[src/rtl/sys_tx_ctrl_pkg.sv]
`default_nettype none
// ============================================================================
// Module   : sys_tx_ctrl_pkg
// Brief    : Shared widths, state encodings and tag constants for the
//            response-side TX controller. Optional macro: TX_FRAME_TAG_EN.
// Revision : 1.0
// ============================================================================
`ifndef SYS_DATA_WIDTH
`define SYS_DATA_WIDTH 8
`endif

package sys_tx_ctrl_pkg;

    localparam int c_WIDTH_DEF = `SYS_DATA_WIDTH;

`ifdef TX_FRAME_TAG_EN
    localparam logic [7:0] c_TAG_RD  = 8'hB0;
    localparam logic [7:0] c_TAG_ALU = 8'hC0;

    typedef enum logic [2:0] {
        ST_IDLE        = 3'd0,
        ST_SEND_RD     = 3'd1,
        ST_SEND_ALU_LO = 3'd2,
        ST_SEND_ALU_HI = 3'd3,
        ST_TAG         = 3'd4
    } tx_state_t;
`else
    typedef enum logic [1:0] {
        ST_IDLE        = 2'd0,
        ST_SEND_RD     = 2'd1,
        ST_SEND_ALU_LO = 2'd2,
        ST_SEND_ALU_HI = 2'd3
    } tx_state_t;
`endif

endpackage
`default_nettype wire

[src/rtl/sys_tx_ctrl_if.sv]
`default_nettype none
// ============================================================================
// Module   : sys_tx_ctrl_if
// Brief    : Response capture inputs and TX FIFO write-port bundle.
// Revision : 1.0
// ============================================================================
interface sys_tx_ctrl_if
    import sys_tx_ctrl_pkg::*;
#(
    parameter int WIDTH = c_WIDTH_DEF
);
    logic [WIDTH-1:0]   RdData;
    logic               RdData_Valid;
    logic [2*WIDTH-1:0] ALU_OUT;
    logic               OUT_Valid;
    logic               FIFO_FULL;
    logic [WIDTH-1:0]   TX_P_DATA;
    logic               TX_D_VALID;
    logic               BUSY;
    logic               OVR;

    modport master (
        output RdData, RdData_Valid, ALU_OUT, OUT_Valid, FIFO_FULL,
        input  TX_P_DATA, TX_D_VALID, BUSY, OVR
    );

    modport slave (
        input  RdData, RdData_Valid, ALU_OUT, OUT_Valid, FIFO_FULL,
        output TX_P_DATA, TX_D_VALID, BUSY, OVR
    );
endinterface
`default_nettype wire

[src/rtl/sys_tx_ctrl_tx_resp_hold.sv]
`default_nettype none
// ============================================================================
// Module   : tx_resp_hold
// Brief    : Single-entry holding register with pending flag and overrun flag.
// Revision : 1.0
// ============================================================================
module tx_resp_hold #(
    parameter int DATA_W = 8
) (
    input  logic              CLK,
    input  logic              RST,
    input  logic              strobe,
    input  logic [DATA_W-1:0] data,
    input  logic              consume,
    output logic [DATA_W-1:0] held,
    output logic              pend,
    output logic              overrun
);
    logic [DATA_W-1:0] r_data;
    logic              r_pend;

    // A strobe on the consume cycle refills the entry, so pend stays set.
    always_ff @(posedge CLK or negedge RST) begin
        if (!RST) begin
            r_data <= '0;
            r_pend <= 1'b0;
        end else if (strobe) begin
            r_data <= data;
            r_pend <= 1'b1;
        end else if (consume) begin
            r_pend <= 1'b0;
        end
    end

    assign held    = r_data;
    assign pend    = r_pend;
    assign overrun = strobe & r_pend & ~consume;
endmodule
`default_nettype wire

[src/rtl/sys_tx_ctrl.sv]
`default_nettype none
// ============================================================================
// Module   : sys_tx_ctrl
// Brief    : Buffers read/ALU responses and serialises them into TX FIFO
//            frames. Optional macro TX_FRAME_TAG_EN adds a leading tag frame.
// Revision : 1.0
// ============================================================================
module sys_tx_ctrl
    import sys_tx_ctrl_pkg::*;
#(
    parameter int WIDTH = c_WIDTH_DEF
) (
    input  logic          CLK,
    input  logic          RST,
    sys_tx_ctrl_if.slave  bus
);
    tx_state_t          r_state;
    logic [WIDTH-1:0]   r_rd_shadow;
    logic [2*WIDTH-1:0] r_alu_shadow;
    logic               r_ovr;
`ifdef TX_FRAME_TAG_EN
    logic               r_tag_alu;
`endif

    logic [WIDTH-1:0]   w_rd_hold;
    logic [2*WIDTH-1:0] w_alu_hold;
    logic               w_rd_pend;
    logic               w_alu_pend;
    logic               w_rd_ovr;
    logic               w_alu_ovr;
    logic               w_rd_consume;
    logic               w_alu_consume;
    logic               w_send;
    logic               w_push;
    logic [WIDTH-1:0]   w_data;

    assign w_alu_consume = (r_state == ST_IDLE) && w_alu_pend;
    assign w_rd_consume  = (r_state == ST_IDLE) && w_rd_pend && !w_alu_pend;
    assign w_send        = (r_state != ST_IDLE);
    assign w_push        = w_send && !bus.FIFO_FULL;

    tx_resp_hold #(.DATA_W(WIDTH)) u_rd_hold (
        .CLK     (CLK),
        .RST     (RST),
        .strobe  (bus.RdData_Valid),
        .data    (bus.RdData),
        .consume (w_rd_consume),
        .held    (w_rd_hold),
        .pend    (w_rd_pend),
        .overrun (w_rd_ovr)
    );

    tx_resp_hold #(.DATA_W(2*WIDTH)) u_alu_hold (
        .CLK     (CLK),
        .RST     (RST),
        .strobe  (bus.OUT_Valid),
        .data    (bus.ALU_OUT),
        .consume (w_alu_consume),
        .held    (w_alu_hold),
        .pend    (w_alu_pend),
        .overrun (w_alu_ovr)
    );

    // Shadows are loaded when leaving IDLE, so later captures cannot
    // disturb a response already in flight.
    always_ff @(posedge CLK or negedge RST) begin
        if (!RST) begin
            r_state      <= ST_IDLE;
            r_rd_shadow  <= '0;
            r_alu_shadow <= '0;
            r_ovr        <= 1'b0;
`ifdef TX_FRAME_TAG_EN
            r_tag_alu    <= 1'b0;
`endif
        end else begin
            if (w_rd_ovr || w_alu_ovr)
                r_ovr <= 1'b1;

            case (r_state)
                ST_IDLE: begin
                    if (w_alu_pend) begin
                        r_alu_shadow <= w_alu_hold;
`ifdef TX_FRAME_TAG_EN
                        r_tag_alu    <= 1'b1;
                        r_state      <= ST_TAG;
`else
                        r_state      <= ST_SEND_ALU_LO;
`endif
                    end else if (w_rd_pend) begin
                        r_rd_shadow  <= w_rd_hold;
`ifdef TX_FRAME_TAG_EN
                        r_tag_alu    <= 1'b0;
                        r_state      <= ST_TAG;
`else
                        r_state      <= ST_SEND_RD;
`endif
                    end
                end
`ifdef TX_FRAME_TAG_EN
                ST_TAG: begin
                    if (w_push)
                        r_state <= r_tag_alu ? ST_SEND_ALU_LO : ST_SEND_RD;
                end
`endif
                ST_SEND_RD: begin
                    if (w_push)
                        r_state <= ST_IDLE;
                end
                ST_SEND_ALU_LO: begin
                    if (w_push)
                        r_state <= ST_SEND_ALU_HI;
                end
                ST_SEND_ALU_HI: begin
                    if (w_push)
                        r_state <= ST_IDLE;
                end
                default: r_state <= ST_IDLE;
            endcase
        end
    end

    always_comb begin
        w_data = '0;
        case (r_state)
            ST_SEND_RD:     w_data = r_rd_shadow;
            ST_SEND_ALU_LO: w_data = r_alu_shadow[WIDTH-1:0];
            ST_SEND_ALU_HI: w_data = r_alu_shadow[2*WIDTH-1:WIDTH];
`ifdef TX_FRAME_TAG_EN
            ST_TAG:         w_data = r_tag_alu ? WIDTH'(c_TAG_ALU) : WIDTH'(c_TAG_RD);
`endif
            default:        w_data = '0;
        endcase
    end

    assign bus.TX_P_DATA  = w_data;
    assign bus.TX_D_VALID = w_push;
    assign bus.BUSY       = w_send || w_rd_pend || w_alu_pend;
    assign bus.OVR        = r_ovr;
endmodule
`default_nettype wire
[src/flat_wrapper.sv]
// flat-port wrapper written by rule: the top's interface ports become plain ports
module sys_tx_ctrl_flat import sys_tx_ctrl_pkg::*;
#(
    parameter int WIDTH = c_WIDTH_DEF
)
  (CLK, RST, bus_RdData, bus_RdData_Valid, bus_ALU_OUT, bus_OUT_Valid, bus_FIFO_FULL, bus_TX_P_DATA, bus_TX_D_VALID, bus_BUSY, bus_OVR);
  sys_tx_ctrl_if #(.WIDTH(WIDTH)) bus_i ();
  input  logic CLK;
  input  logic RST;
  input wire logic [$bits(bus_i.RdData)-1:0] bus_RdData;
  input wire logic [$bits(bus_i.RdData_Valid)-1:0] bus_RdData_Valid;
  input wire logic [$bits(bus_i.ALU_OUT)-1:0] bus_ALU_OUT;
  input wire logic [$bits(bus_i.OUT_Valid)-1:0] bus_OUT_Valid;
  input wire logic [$bits(bus_i.FIFO_FULL)-1:0] bus_FIFO_FULL;
  output wire logic [$bits(bus_i.TX_P_DATA)-1:0] bus_TX_P_DATA;
  output wire logic [$bits(bus_i.TX_D_VALID)-1:0] bus_TX_D_VALID;
  output wire logic [$bits(bus_i.BUSY)-1:0] bus_BUSY;
  output wire logic [$bits(bus_i.OVR)-1:0] bus_OVR;
  assign bus_i.RdData = bus_RdData;
  assign bus_i.RdData_Valid = bus_RdData_Valid;
  assign bus_i.ALU_OUT = bus_ALU_OUT;
  assign bus_i.OUT_Valid = bus_OUT_Valid;
  assign bus_i.FIFO_FULL = bus_FIFO_FULL;
  assign bus_TX_P_DATA = bus_i.TX_P_DATA;
  assign bus_TX_D_VALID = bus_i.TX_D_VALID;
  assign bus_BUSY = bus_i.BUSY;
  assign bus_OVR = bus_i.OVR;
  sys_tx_ctrl #(.WIDTH(WIDTH)) u_core (.CLK(CLK), .RST(RST), .bus(bus_i));
endmodule
[config.mk]
export PLATFORM = sky130hd
export DESIGN_NAME = sys_tx_ctrl_flat
export DESIGN_NICKNAME = d
export VERILOG_FILES = /design/src/rtl/sys_tx_ctrl_pkg.sv /design/src/rtl/sys_tx_ctrl_if.sv /design/src/rtl/sys_tx_ctrl_tx_resp_hold.sv /design/src/rtl/sys_tx_ctrl.sv /design/src/flat_wrapper.sv
export SDC_FILE = /design/constraint.sdc
export NUM_CORES = 1
export LEC_CHECK = 0
export BUFFER_PORTS_ARGS = -buffer_cell sky130_fd_sc_hd__clkbuf_2
export CORE_ASPECT_RATIO = 0.75
export CORE_UTILIZATION = 55
export CTS_CLUSTER_SIZE = 10
export DETAILED_ROUTE_END_ITERATION = 12
export PLACE_DENSITY = 0.9
export SKIP_LAST_GASP = 1
export SYNTH_ARGS = -nofsm -noshare
export SYNTH_HDL_FRONTEND = slang
export SYNTH_SLANG_ARGS = --single-unit
[constraint.sdc]
create_clock -name CLK -period 2.4 [get_ports CLK]
set_input_delay 0.36 -clock CLK [delete_from_list [all_inputs] [get_ports CLK]]
set_output_delay 0.36 -clock CLK [all_outputs]
set_load 0.02 [all_outputs]
Yosys cells after proc, flatten, opt, wreduce, memory -nomap -nowiden
Cells that the tools add are included.
{"block": "op_classes", "n_mux": 10, "eq_ne": 6, "bitwise_logic": 7, "reduce_logical": 17}
{"op": "8-bit case mux with 3 select lines", "n": 1}
{"op": "2-bit 2-to-1 mux", "n": 4}
{"op": "2-bit case mux with 3 select lines", "n": 1}
{"op": "3-bit AND reduction", "n": 2}
{"op": "2-bit nonzero test", "n": 3}
{"op": "1-bit bitwise AND", "n": 4}
{"op": "2-bit equality test, second input constant", "n": 2}
{"op": "1-bit logical AND", "n": 4}
{"op": "1-bit 2-to-1 mux", "n": 4}
{"op": "1-bit logical OR", "n": 3}
{"op": "3-bit inequality test, second input constant", "n": 1}
{"op": "1-bit NOT", "n": 3}
{"op": "2-bit by 1-bit equality test with 1-bit output, second input constant", "n": 1}
{"op": "1-bit zero test", "n": 2}
{"op": "2-bit zero test", "n": 1}
{"op": "2-bit by 1-bit inequality test with 1-bit output, second input constant", "n": 1}
{"op": "2-bit inequality test, second input constant", "n": 1}
{"op": "2-bit AND reduction", "n": 1}
{"op": "2-bit OR reduction", "n": 1}
{"block": "totals", "ff_bits": 53, "input_bits": 29}

Logic depth before layout (Yosys ltp)
Gate-level depths: netlist of run 1.
{"block": "depth", "depth_word": 6, "ltp_mapped": 4}

By module
A second synthesis of run 1 with hierarchy kept.
{"block": "hier_totals", "hier_cells": 144, "area_unflattened_um2": 2303.5}
{"module": "sys_tx_ctrl", "area_each_um2": 1239.9, "cells_per_inst": 85, "n_inst": 1}
{"module": "tx_resp_hold at u_core.u_alu_hold", "area_each_um2": 686.9, "cells_per_inst": 38, "n_inst": 1}
{"module": "tx_resp_hold at u_core.u_rd_hold", "area_each_um2": 376.6, "cells_per_inst": 21, "n_inst": 1}

Worst setup path after synthesis of run 1
Ideal clock, no wire load.
{"block": "synth_path", "kind": "register to output", "startpoint": "reg u_core.r_state[1]", "endpoint": "out bus_BUSY", "n_path_buf": 1, "arrival_time_ps": 1196, "slack_ps": 844, "path_stages_with_launch": 4, "path_cell_list": "dfrtp_1 buf_6 or2_2 or3_1"}
{"block": "synth_between", "elab_chain_cells": 3}
{"item": "start: declaration", "line_no": "sys_tx_ctrl.sv:17", "rtl": "tx_state_t r_state;"}
{"item": "start signal: assignment", "line_no": "sys_tx_ctrl.sv:68", "rtl": "r_state <= ST_IDLE;"}
{"item": "start signal: assignment", "line_no": "sys_tx_ctrl.sv:87", "rtl": "r_state <= ST_SEND_ALU_LO;"}
{"item": "start signal: assignment", "line_no": "sys_tx_ctrl.sv:95", "rtl": "r_state <= ST_SEND_RD;"}
{"item": "2-bit nonzero test", "line_no": "sys_tx_ctrl.sv:39", "rtl": "assign w_send = (r_state != ST_IDLE);"}
{"item": "1-bit logical OR (2 in a row)", "line_no": "sys_tx_ctrl.sv:137", "rtl": "assign bus.BUSY = w_send || w_rd_pend || w_alu_pend;"}
{"item": "end: declaration", "line_no": "flat_wrapper.sv:17", "rtl": "output wire logic [$bits(bus_i.BUSY)-1:0] bus_BUSY;"}
No other way between the ends.

Final worst setup path of run 1
{"block": "layout_path", "startpoint": "reg u_core.r_state[1]", "endpoint": "out bus_TX_P_DATA[1]"}
{"block": "layout_between", "elab_chain_cells": 2, "elab_cells_between_ends": 4, "cone_classes": "3 x eq/ne; 1 x mux"}
{"item": "2-bit equality test or 2-bit by 1-bit equality test with 1-bit output (tied branches)", "line_no": "sys_tx_ctrl.sv:124", "rtl": "case (r_state)"}
{"item": "8-bit case mux with 3 select lines *", "line_no": "sys_tx_ctrl.sv:124"}
{"item": "end: declaration", "line_no": "flat_wrapper.sv:15", "rtl": "output wire logic [$bits(bus_i.TX_P_DATA)-1:0] bus_TX_P_DATA;"}
Every way passes the cells marked *; elsewhere a longest branch is shown, timed or not.

==> results_dict.tcl, run 1 <==
set metrics [dict create \
    postSynthAreaPerCell_sq_um 15.5 \
    cts_inserted_buffers 5 \
    synth_edf_count 0 \
    tns_ns 0 \
    antenna_found_initial 0 \
    path_class "flop to output pin" \
    die_area_sq_um 4320 \
    gp_congestion 0.757 \
    clock-sinks 53 \
    dp_hpwl_um 2740 \
    rows 19 \
    critPathSlowestCell "dfrtp_1" \
    worst_pin_slew_ns 0.850 \
    rrSetupSlack_ns 0.62 \
    drv_slew 0 \
    worst_ep_required_time_ns 2.04 \
    synth_compound_area_share_pct 5.60 \
    ctsHoldBuffers 0 \
    vias 1307 \
    synth_simple_gate_area_share_pct 4.09 \
    synth_xor_area_share_pct 0 \
    path_cells "clkinv_1 -> o2bb2ai_1 -> clkbuf_2" \
    path_delay_family "buffers and inverters" \
    insertion_delay_ns 0.30 \
    fin_cells 237 \
    clk_pin_slew_worst_paths_ns 0.09 \
    seqPwrFrac_pct 48.3 \
    tritoncts "built" \
    p_sw_share_pct 34.2 \
    cts_buffer_depth 2 \
    grt_usage_pct 19.9 \
    yosysSeqAreaShare_pct 59.4 \
    netlist_area_sq_um 2230 \
    cp.arrival_ns 1.74 \
    ys_types 25 \
    grt_pass1_wl_um 6090 \
    period_needed_ns 2.10 \
    final_cell_mix "53 x dfrtp_1, 48 x mux2_2, 39 x clkbuf_2, 9 x o2bb2ai_1, 8 x mux2i_1" \
    power_leakage_nw 1.15 \
    worst_setup_path_start_kind "flop" \
    syn-num-nets 173 \
    fin_crit_sh_pct 87.3 \
    drt_pass1_iterations 4 \
    power_mw 2.77 \
    hold_slack_ns 0.143 \
    async_flop_share_pct 100 \
    cp.depth 3 \
    synthCells 144 \
    dp.cells 229 \
    diodes 0 \
    cap_violations 0 \
    overflow 0 \
    rsz0062_at_grt "no" \
    clockRootBuffer "clkbuf_8" \
    crit_end "bus_TX_P_DATA[1]" \
    antenna_left 0 \
    core_sq_um 3780 \
    r2r-end "u_core.r_alu_shadow[6]" \
    areaGrowthSynthToFinish_pct 13.5 \
    finalSetupViolCount 0 \
    r2r_start "u_core.u_alu_hold.pend" \
    clockPowerShare_pct 17.1 \
    timing_hold_violations_final 0 \
    hold_class "input pin to asynchronous set/reset pin" \
    slowest_delay_ns 0.55 \
    cp-startpoint "u_core.r_state[1]" \
    fin_skew_ns 0.00501 \
    p_per_area_nw_per_um2 1090 \
    h-tree-depth 2 \
    drive_gt1_share_pct 54.6 \
    portBuffers 39 \
    critPathBufInv 2 \
    grt_max_degree 36 \
    p_switching_mw 0.946 \
    synth_top_family_by_area "multiplexers" \
    slew_headroom_pct 43.3 \
    pin_count 40 \
    cp_max_fo 10 \
    drc 0 \
    rr_worst_depth 2 \
    ir_drop_mv 0.660 \
    drt_wl_total_um 3700 \
    yosysWarnings 0 \
    die_y_um 57.2 \
    synth_mux_area_share_pct 27.8 \
    start_util_pct 59.1 \
    cts_resized 0 \
    avgRoutedWirePerCell_um 15.6 \
    p_int_mw 1.82 \
    post_cts.repair.setup_buffers 0 \
    synth-adder-area-share_pct 0 \
    grt_pass1_vias 1336 \
    layout_commonest_cell "dfrtp_1" \
    cp-end-kind "output pin" \
    n_fill_cell 273 \
    combPwrFrac_pct 34.5 \
    ys_ff_latch 53 \
    drt_iter0_drc 45 \
    die_w_um 75.6 \
    viasPerCell 5.51 \
    status "completed" \
    fin_nets 213 \
    max_freq_ghz 0.477 \
    ys.flop_type "dfrtp_1" \
]
## sequential cells by signal, summed over array words and instances, names as in the netlist
register,count
u_core.r_alu_shadow,16
u_core.u_alu_hold.held,16
u_core.r_rd_shadow,8
u_core.u_rd_hold.held,8
u_core.r_state,2
u_core.bus.OVR,1
u_core.u_alu_hold.pend,1
u_core.u_rd_hold.pend,1
## layout make-up
type / count / area, sq um / share of cell area (%)
Tap cell: 52 / 65.1 / 2.57
Sequential cell: 53 / 1330 / 52.3
Clock buffer: 6 / 72.6 / 2.86
Timing Repair Buffer: 42 / 218 / 8.58
Inverter: 2 / 7.51 / 0.296
Multi-Input combinational cell: 80 / 837 / 33.0
Clock inverter: 2 / 10.0 / 0.395
## per-stage QoR
step / cell area [sq um] / worst slack, ns / util [%]
3_5_place_dp: 2450 / 0.648 / 64.9
2_1_floorplan: 2230 / 0.844 / -
4_1_cts: 2540 / 0.316 / 67.1
5_1_grt: 2540 / 0.200 / 67.1
3_3_place_gp: 2450 / 0.738 / 64.9
6_report: 2540 / 0.305 / 67.1
## synth_stat cells (2+ instances only)
library cell / count / area (sq um)
dfrtp_1: 53 / 1330
mux2_2: 48 / 541
o2bb2ai_1: 9 / 78.8
mux2i_1: 8 / 80.1
buf_2: 3 / 15.0
buf_6: 3 / 33.8
clkbuf_1: 2 / 7.51
## logic make-up (layout without fill, tap and decap cells)
| kind of cell | Yosys count | in the layout |
|---|---|---|
| compound gates | 15 | 15 |
| flops | 53 | 53 |
| simple gates | 9 | 9 |
| buf+inv | 11 | 52 |
| mux | 56 | 56 |
## worst min-delay path by stage
stage / startpoint / to / depth (start not counted)
finish: RST / u_core.u_alu_hold.held[11] / 1
global route: RST / u_core.u_alu_hold.held[11] / 1
CTS: RST / u_core.bus.OVR / 1
detailed placement: u_core.bus.OVR / u_core.bus.OVR / 1
global placement: RST / u_core.u_alu_hold.held[2] / 1
floorplan: RST / u_core.bus.OVR / 0
## power groups by stage
stage	clock (mW)	sequential [mW]	combinational, mW
final	0.475	1.34	0.957
after global routing	0.531	1.37	1.04
after CTS	0.487	1.34	0.971
after detailed placement	0	1.36	0.970
after global placement	0	1.33	0.920
after floorplan	0	1.26	0.809
## metal layers
layer / global-route usage, % / share of wire [%] / routed length, um / vias to the layer above
met2: 30.2 / 47 / 1740 / 34
met4: 9.26 / 2.1 / 79 / 0
met1: 26.2 / 46 / 1700 / 667
met3: 6.54 / 4.9 / 180 / 9
met5: 0 / 0 / 0 / -
li1: - / - / - / 597
No activity file was read; power rests on OpenSTA's default activity.
==> run 2: changes to the inputs <==
Settings changed: CORE_UTILIZATION 55 to 49, PLACE_DENSITY 0.9 to 0.85.
Clock period 2.4 ns to 1.84 ns, I/O delays scaled along.
==> run 2 against run 1 <==
Hold slack got worse by 0.060 ns. Critical path depth unchanged. Non-clock buffer count rose by 7. Cell count is 4.2% higher. First-iteration DRC count rose by 2.2%. Via count shrank 0.38%. Power increased by 46%. Critical endpoint is now bus_BUSY.
==> results_dict.tcl, run 2 (synthesized netlist as in run 1, its figures left out) <==
set metrics [dict create \
    period_needed_ns 1.77 \
    cp-end-kind "output pin" \
    overflow 0 \
    viasPerCell 5.27 \
    p_sw_share_pct 32.0 \
    dp_hpwl_um 2820 \
    worst_ep_required_time_ns 1.56 \
    final_cell_mix "51 x dfrtp_1, 48 x mux2_2, 38 x clkbuf_2, 11 x buf_4, 9 x o2bb2ai_1" \
    ir_drop_mv 0.792 \
    path_cells "or2_4 -> or3_1 -> buf_4" \
    hold_class "input pin to asynchronous set/reset pin" \
    portBuffers 39 \
    cts_buffer_depth 2 \
    fin_nets 220 \
    drc 0 \
    avgRoutedWirePerCell_um 16.3 \
    die_w_um 80.0 \
    fin_skew_ns 0.00517 \
    slowest_delay_ns 0.46 \
    fin_crit_sh_pct 96.2 \
    gp_congestion 0.724 \
    combPwrFrac_pct 34.6 \
    final_area_sq_um 2650 \
    finalSetupViolCount 0 \
    clock-sinks 53 \
    drv_slew 0 \
    p_per_area_nw_per_um2 1520 \
    antenna_left 0 \
    slew_headroom_pct 55.4 \
    ctsHoldBuffers 0 \
    rows 20 \
    grt_usage_pct 19.2 \
    power_leakage_nw 1.21 \
    core_sq_um 4200 \
    rsz0062_at_grt "no" \
    critPathSlowestCell "dfrtp_2" \
    drive_gt1_share_pct 58.9 \
    drt_iter0_drc 46 \
    clk_pin_slew_worst_paths_ns 0.09 \
    cap_violations 0 \
    path_class "flop to output pin" \
    cp_max_fo 6 \
    seqPwrFrac_pct 42.8 \
    grt_pass1_vias 1370 \
    tritoncts "built" \
    areaGrowthSynthToFinish_pct 18.8 \
    p_switching_mw 1.29 \
    insertion_delay_ns 0.30 \
    place_area_sq_um 2470 \
    grt_max_degree 54 \
    cp.arrival_ns 1.49 \
    worst_pin_slew_ns 0.669 \
    h-tree-depth 2 \
    cts_inserted_buffers 5 \
    clockPowerShare_pct 22.6 \
    status "completed" \
    grt_pass1_wl_um 6670 \
    start_util_pct 53.2 \
    p_int_mw 2.75 \
    drt_wl_total_um 4030 \
    pin_count 40 \
    worst_setup_path_start_kind "flop" \
    timing_hold_violations_final 0 \
    die_area_sq_um 4840 \
    die_y_um 60.5 \
    max_freq_ghz 0.565 \
    diodes 0 \
    clockRootBuffer "clkbuf_8" \
    layout_commonest_cell "dfrtp_1" \
    drt_pass1_iterations 4 \
    vias 1302 \
    antenna_found_initial 0 \
    tns_ns 0 \
]
## run 2: changes by cell type in the layout (fill, tap and decap cells not counted)
cell	delta
clkinv_1	-1
dfrtp_1	-2
and2b_1	-1
or2_2	-1
dfrtp_2	+2
buf_4	+8
bufinv_16	+2
or2_4	+1
clkbuf_1	-1
and2b_2	+1
clkbuf_2	-1
## run 2: area by class of cell
| type | instances | area [sq um] |
|---|---|---|
| fillers | 329 | 1550 |
| flip-flops and latches | 53 | 1330 |
| multi-input cells | 80 | 841 |
| repair buffers | 49 | 273 |
| clock buffers | 5 | 68.8 |
| well taps | 55 | 68.8 |
| clock inverters | 3 | 65.1 |
| inverters | 2 | 8.76 |
## run 2: worst max-delay path, delay by kind of cell, from the launching register on
family        cells  cell delay, ns
simple gates      2            0.57
buf+inv           1            0.16
flops             1            0.46
## run 2: worst paths after layout
kind / startpoint / endpoint / slack [ns] / depth (start not counted)
worst max-delay path: u_core.r_state[1] / bus_BUSY / 0.07 / 3
worst min-delay path: RST / u_core.u_alu_hold.held[8] / 0.08 / 2
worst max register to register: u_core.r_state[1] / u_core.r_rd_shadow[2] / 0.25 / 4
worst min register to register: u_core.u_rd_hold.held[1] / u_core.u_rd_hold.held[1] / 0.51 / 1
max in group asynchronous: RST / u_core.r_state[0] / 1.28 / 2
min in group CLK: bus_RdData[0] / u_core.u_rd_hold.held[0] / 0.20 / 2
## run 2: metal layers
layer	track usage, %	up-vias	wire length (um)
li1	-	610	-
met4	6.12	0	53
met3	6.62	4	180
met2	30.0	36	1930
met1	25.5	652	1870
met5	0	-	0
## run 2: repair_timing
item                                    CTS  global route
buffers inserted                          4             1
endpoints found under the setup margin   10             9
hold endpoints to repair                  0             0
resized for setup                         3             4
## run 2: power groups by stage
stage / Sequential, mW / Combinational, mW / Clock (mW)
final: 1.73 / 1.40 / 0.915
after global routing: 1.77 / 1.51 / 0.993
after CTS: 1.73 / 1.38 / 0.936
after detailed placement: 1.77 / 1.29 / 0
after global placement: 1.74 / 1.24 / 0
after floorplan: 1.64 / 1.05 / 0
## run 2: through the flow
stage | util, % | total power, mW | hold slack [ns] | worst slack (ns) | cells
2_1_floorplan | - | 2.69 | -0.0196 | 0.363 | 144
6_report | 63.1 | 4.04 | 0.0828 | 0.0695 | 247
3_3_place_gp | 58.8 | 2.98 | 0.414 | 0.283 | 234
3_5_place_dp | 58.8 | 3.06 | 0.436 | 0.194 | 234
4_1_cts | 62.8 | 4.04 | 0.100 | 0.00536 | 246
5_1_grt | 63.1 | 4.27 | 0.123 | 0.0160 | 247
==> run 3: changes to the inputs <==
Settings changed: ABC_AREA set to 1, ABC_CLOCK_PERIOD_IN_PS set to 1840.
==> run 3 against run 2 <==
Cell count grew 38%. Count of clock-buffer cells in the layout is the same. Non-clock buffer count shrank 6. Sequential power shrank 2%. Clock skew grew 0.0095 ns. Cell area shrank 2.5%. Synthesized cell count grew 70%. Largest power group unchanged.
==> results_dict.tcl, run 3 <==
set metrics [dict create \
    synth_area_leaders "dfrtp_1 60%, nand2_1 14%, o21ai_0 7.1%, inv_1 4.9%, o21ai_2 3.2%" \
    synth_edf_count 0 \
    critPathSlowestCell "dfrtp_2" \
    path_class "flop to output pin" \
    drt_pass1_iterations 5 \
    synthCells 245 \
    grt_usage_pct 20.7 \
    antenna_left 0 \
    die_w_um 79.4 \
    yosysSeqAreaShare_pct 60.3 \
    hold_start "bus_ALU_OUT[6]" \
    dp_hpwl_um 2920 \
    yosysTopAreaCell "dfrtp_1" \
    grt_pass1_wl_um 7190 \
    rows 20 \
    r2r_start "u_core.r_state[1]" \
    slowest_delay_ns 0.44 \
    cp_max_fo 8 \
    drt_iter0_drc 118 \
    async_flop_share_pct 100 \
    final_cell_mix "82 x nand2_1, 51 x dfrtp_1, 39 x clkbuf_2, 31 x o21ai_0, 29 x inv_1" \
    dp.cells 331 \
    rr_worst_depth 4 \
    netlist_area_sq_um 2200 \
    worst_pin_slew_ns 0.573 \
    hold_class "input pin to flop" \
    portBuffers 39 \
    vias 1672 \
    antenna_found_initial 0 \
    ir_drop_mv 0.718 \
    insertion_delay_ns 0.32 \
    slew_headroom_pct 61.8 \
    postSynthAreaPerCell_sq_um 8.98 \
    die_area_sq_um 4760 \
    drive_gt1_share_pct 22.6 \
    synth.most_common_cell "nand2_1" \
    ys.flop_type "dfrtp_1" \
    core_sq_um 4180 \
    power_leakage_nw 1.34 \
    p_per_area_nw_per_um2 1460 \
    grt_max_degree 54 \
    worst_setup_path_start_kind "flop" \
    fin_skew_ns 0.0146 \
    clock-sinks 53 \
    cp.arrival_ns 1.46 \
    syn-num-nets 274 \
    clk_pin_slew_worst_paths_ns 0.10 \
    rsz0062_at_grt "no" \
    h-tree-depth 2 \
    drc 0 \
    max_freq_ghz 0.575 \
    layout_commonest_cell "nand2_1" \
    ys_types 19 \
    grt_pass1_vias 1554 \
    tritoncts "built" \
    drt_wl_total_um 4260 \
    viasPerCell 4.89 \
    overflow 0 \
    finalSetupViolCount 0 \
    period_needed_ns 1.74 \
    fin_crit_sh_pct 94.6 \
    cp-end-kind "output pin" \
    rrSetupSlack_ns 0.27 \
    die_y_um 60.0 \
    synth_commonest_cells "82 x nand2_1, 53 x dfrtp_1, 31 x o21ai_0" \
    pin_count 40 \
    cts_inserted_buffers 5 \
    fin_util_pct 61.9 \
    tns_ns 0 \
    r2r-end "u_core.r_alu_shadow[2]" \
    hold_depth 3 \
    gp_congestion 0.754 \
    drv_slew 0 \
    clockRootBuffer "clkbuf_8" \
    areaGrowthSynthToFinish_pct 17.6 \
    timing_hold_violations_final 0 \
    worst_ep_required_time_ns 1.56 \
    cp_common_cell "nand2_1" \
    status "completed" \
    avgRoutedWirePerCell_um 12.5 \
    cap_violations 0 \
    fin_cells 342 \
    cts_buffer_depth 2 \
    netlist.area_leader.share_pct 60.3 \
    path_cells "nand2_1 -> inv_1 -> nand2_1 -> nand3_1 -> clkbuf_2" \
    n_fill_cell 371 \
    diodes 0 \
    fin_nets 315 \
    hold_end "u_core.u_alu_hold.held[6]" \
    start_util_pct 52.6 \
    ys_ff_latch 53 \
    yosysWarnings 0 \
]
-- run 3: cell count changes after synthesis, sizes merged, moves of 2 or more --
| cell | change |
|---|---|
| buf | -2 |
| clkbuf | +2 |
| inv | +28 |
| mux2 | -48 |
| mux2i | -8 |
| nand2 | +83 |
| nand3 | +14 |
| nor2 | +5 |
| o21ai | +48 |
| o2bb2ai | -9 |
-- run 3: worst max-delay path by stage --
| stage | from | end | slack [ns] | depth (start not counted) |
|---|---|---|---|---|
| after detailed placement | u_core.r_state[1] | bus_TX_P_DATA[1] | 0.27 | 5 |
| after floorplan | u_core.r_state[0] | bus_TX_P_DATA[4] | 0.55 | 4 |
| after global routing | u_core.r_state[1] | bus_TX_P_DATA[2] | 0.02 | 5 |
| after CTS | u_core.r_state[1] | bus_TX_P_DATA[1] | 0.06 | 5 |
| after global placement | u_core.r_state[1] | bus_TX_P_DATA[2] | 0.34 | 5 |
| final | u_core.r_state[0] | bus_TX_P_DATA[1] | 0.10 | 5 |
-- run 3: through the flow --
stage | cell area (sq um) | setup slack, ns | power (mW) | hold WS, ns
2_1_floorplan | 2200 | 0.552 | 2.57 | -0.0196
3_3_place_gp | 2440 | 0.340 | 2.87 | 0.294
3_5_place_dp | 2440 | 0.273 | 2.94 | 0.291
4_1_cts | 2570 | 0.0615 | 3.77 | 0.154
5_1_grt | 2590 | 0.0183 | 4.05 | 0.165
6_report | 2590 | 0.100 | 3.77 | 0.155
-- run 3: cells by family (layout without fill, tap and decap cells) --
family / Yosys count / after routing / share of synthesized area [%]
and+or+nand+nor: 102 / 102 / 19.1
DFF: 53 / 53 / 60.3
AOI/OAI and AO/OA: 52 / 52 / 13.5
buffers and inverters: 38 / 80 / 7.05
-- run 3: where the power goes --
part	total (mW)	internal [mW]	switching, mW
logic	1.28	0.440	0.844
clock network	0.791	0.408	0.383
registers	1.69	1.49	0.207
total	3.77	2.34	1.43
-- run 3: routing by layer --
layer / vias up / share of wire [%] / global-route usage, %
met5: - / 0 / 0
met4: 0 / 1.6 / 7.01
met3: 6 / 5.1 / 5.65
met2: 50 / 46 / 31.4
met1: 767 / 48 / 29.1
li1: 849 / - / -
-- run 3: cell type report --
type,instances,area (sq um),share of cell area [%]
sequential,53,1330,51.4
inverter,29,109,4.21
multi-input combinational,154,728,28.1
tap,55,68.8,2.66
clock buffer,5,68.8,2.66
timing repair buffer,43,240,9.28
clock inverter,3,43.8,1.69
-- run 3: worst max-delay path, delay by kind of cell, from the launching register on --
| family | cells | cell delay [ns] |
|---|---|---|
| AND/OR/NAND/NOR | 3 | 0.33 |
| flip-flops | 1 | 0.44 |
| buffers and inverters | 2 | 0.39 |
-- run 3: timing repair --
item / 4_1_cts / 5_1_grt
pin swaps: 0 / 1
endpoints found under the hold margin: 53 / 0
resized for setup: 4 / 0
hold buffers: 1 / 0
gates cloned: 0 / 0
setup buffers: 0 / 2
endpoints found under the setup margin: 8 / 3
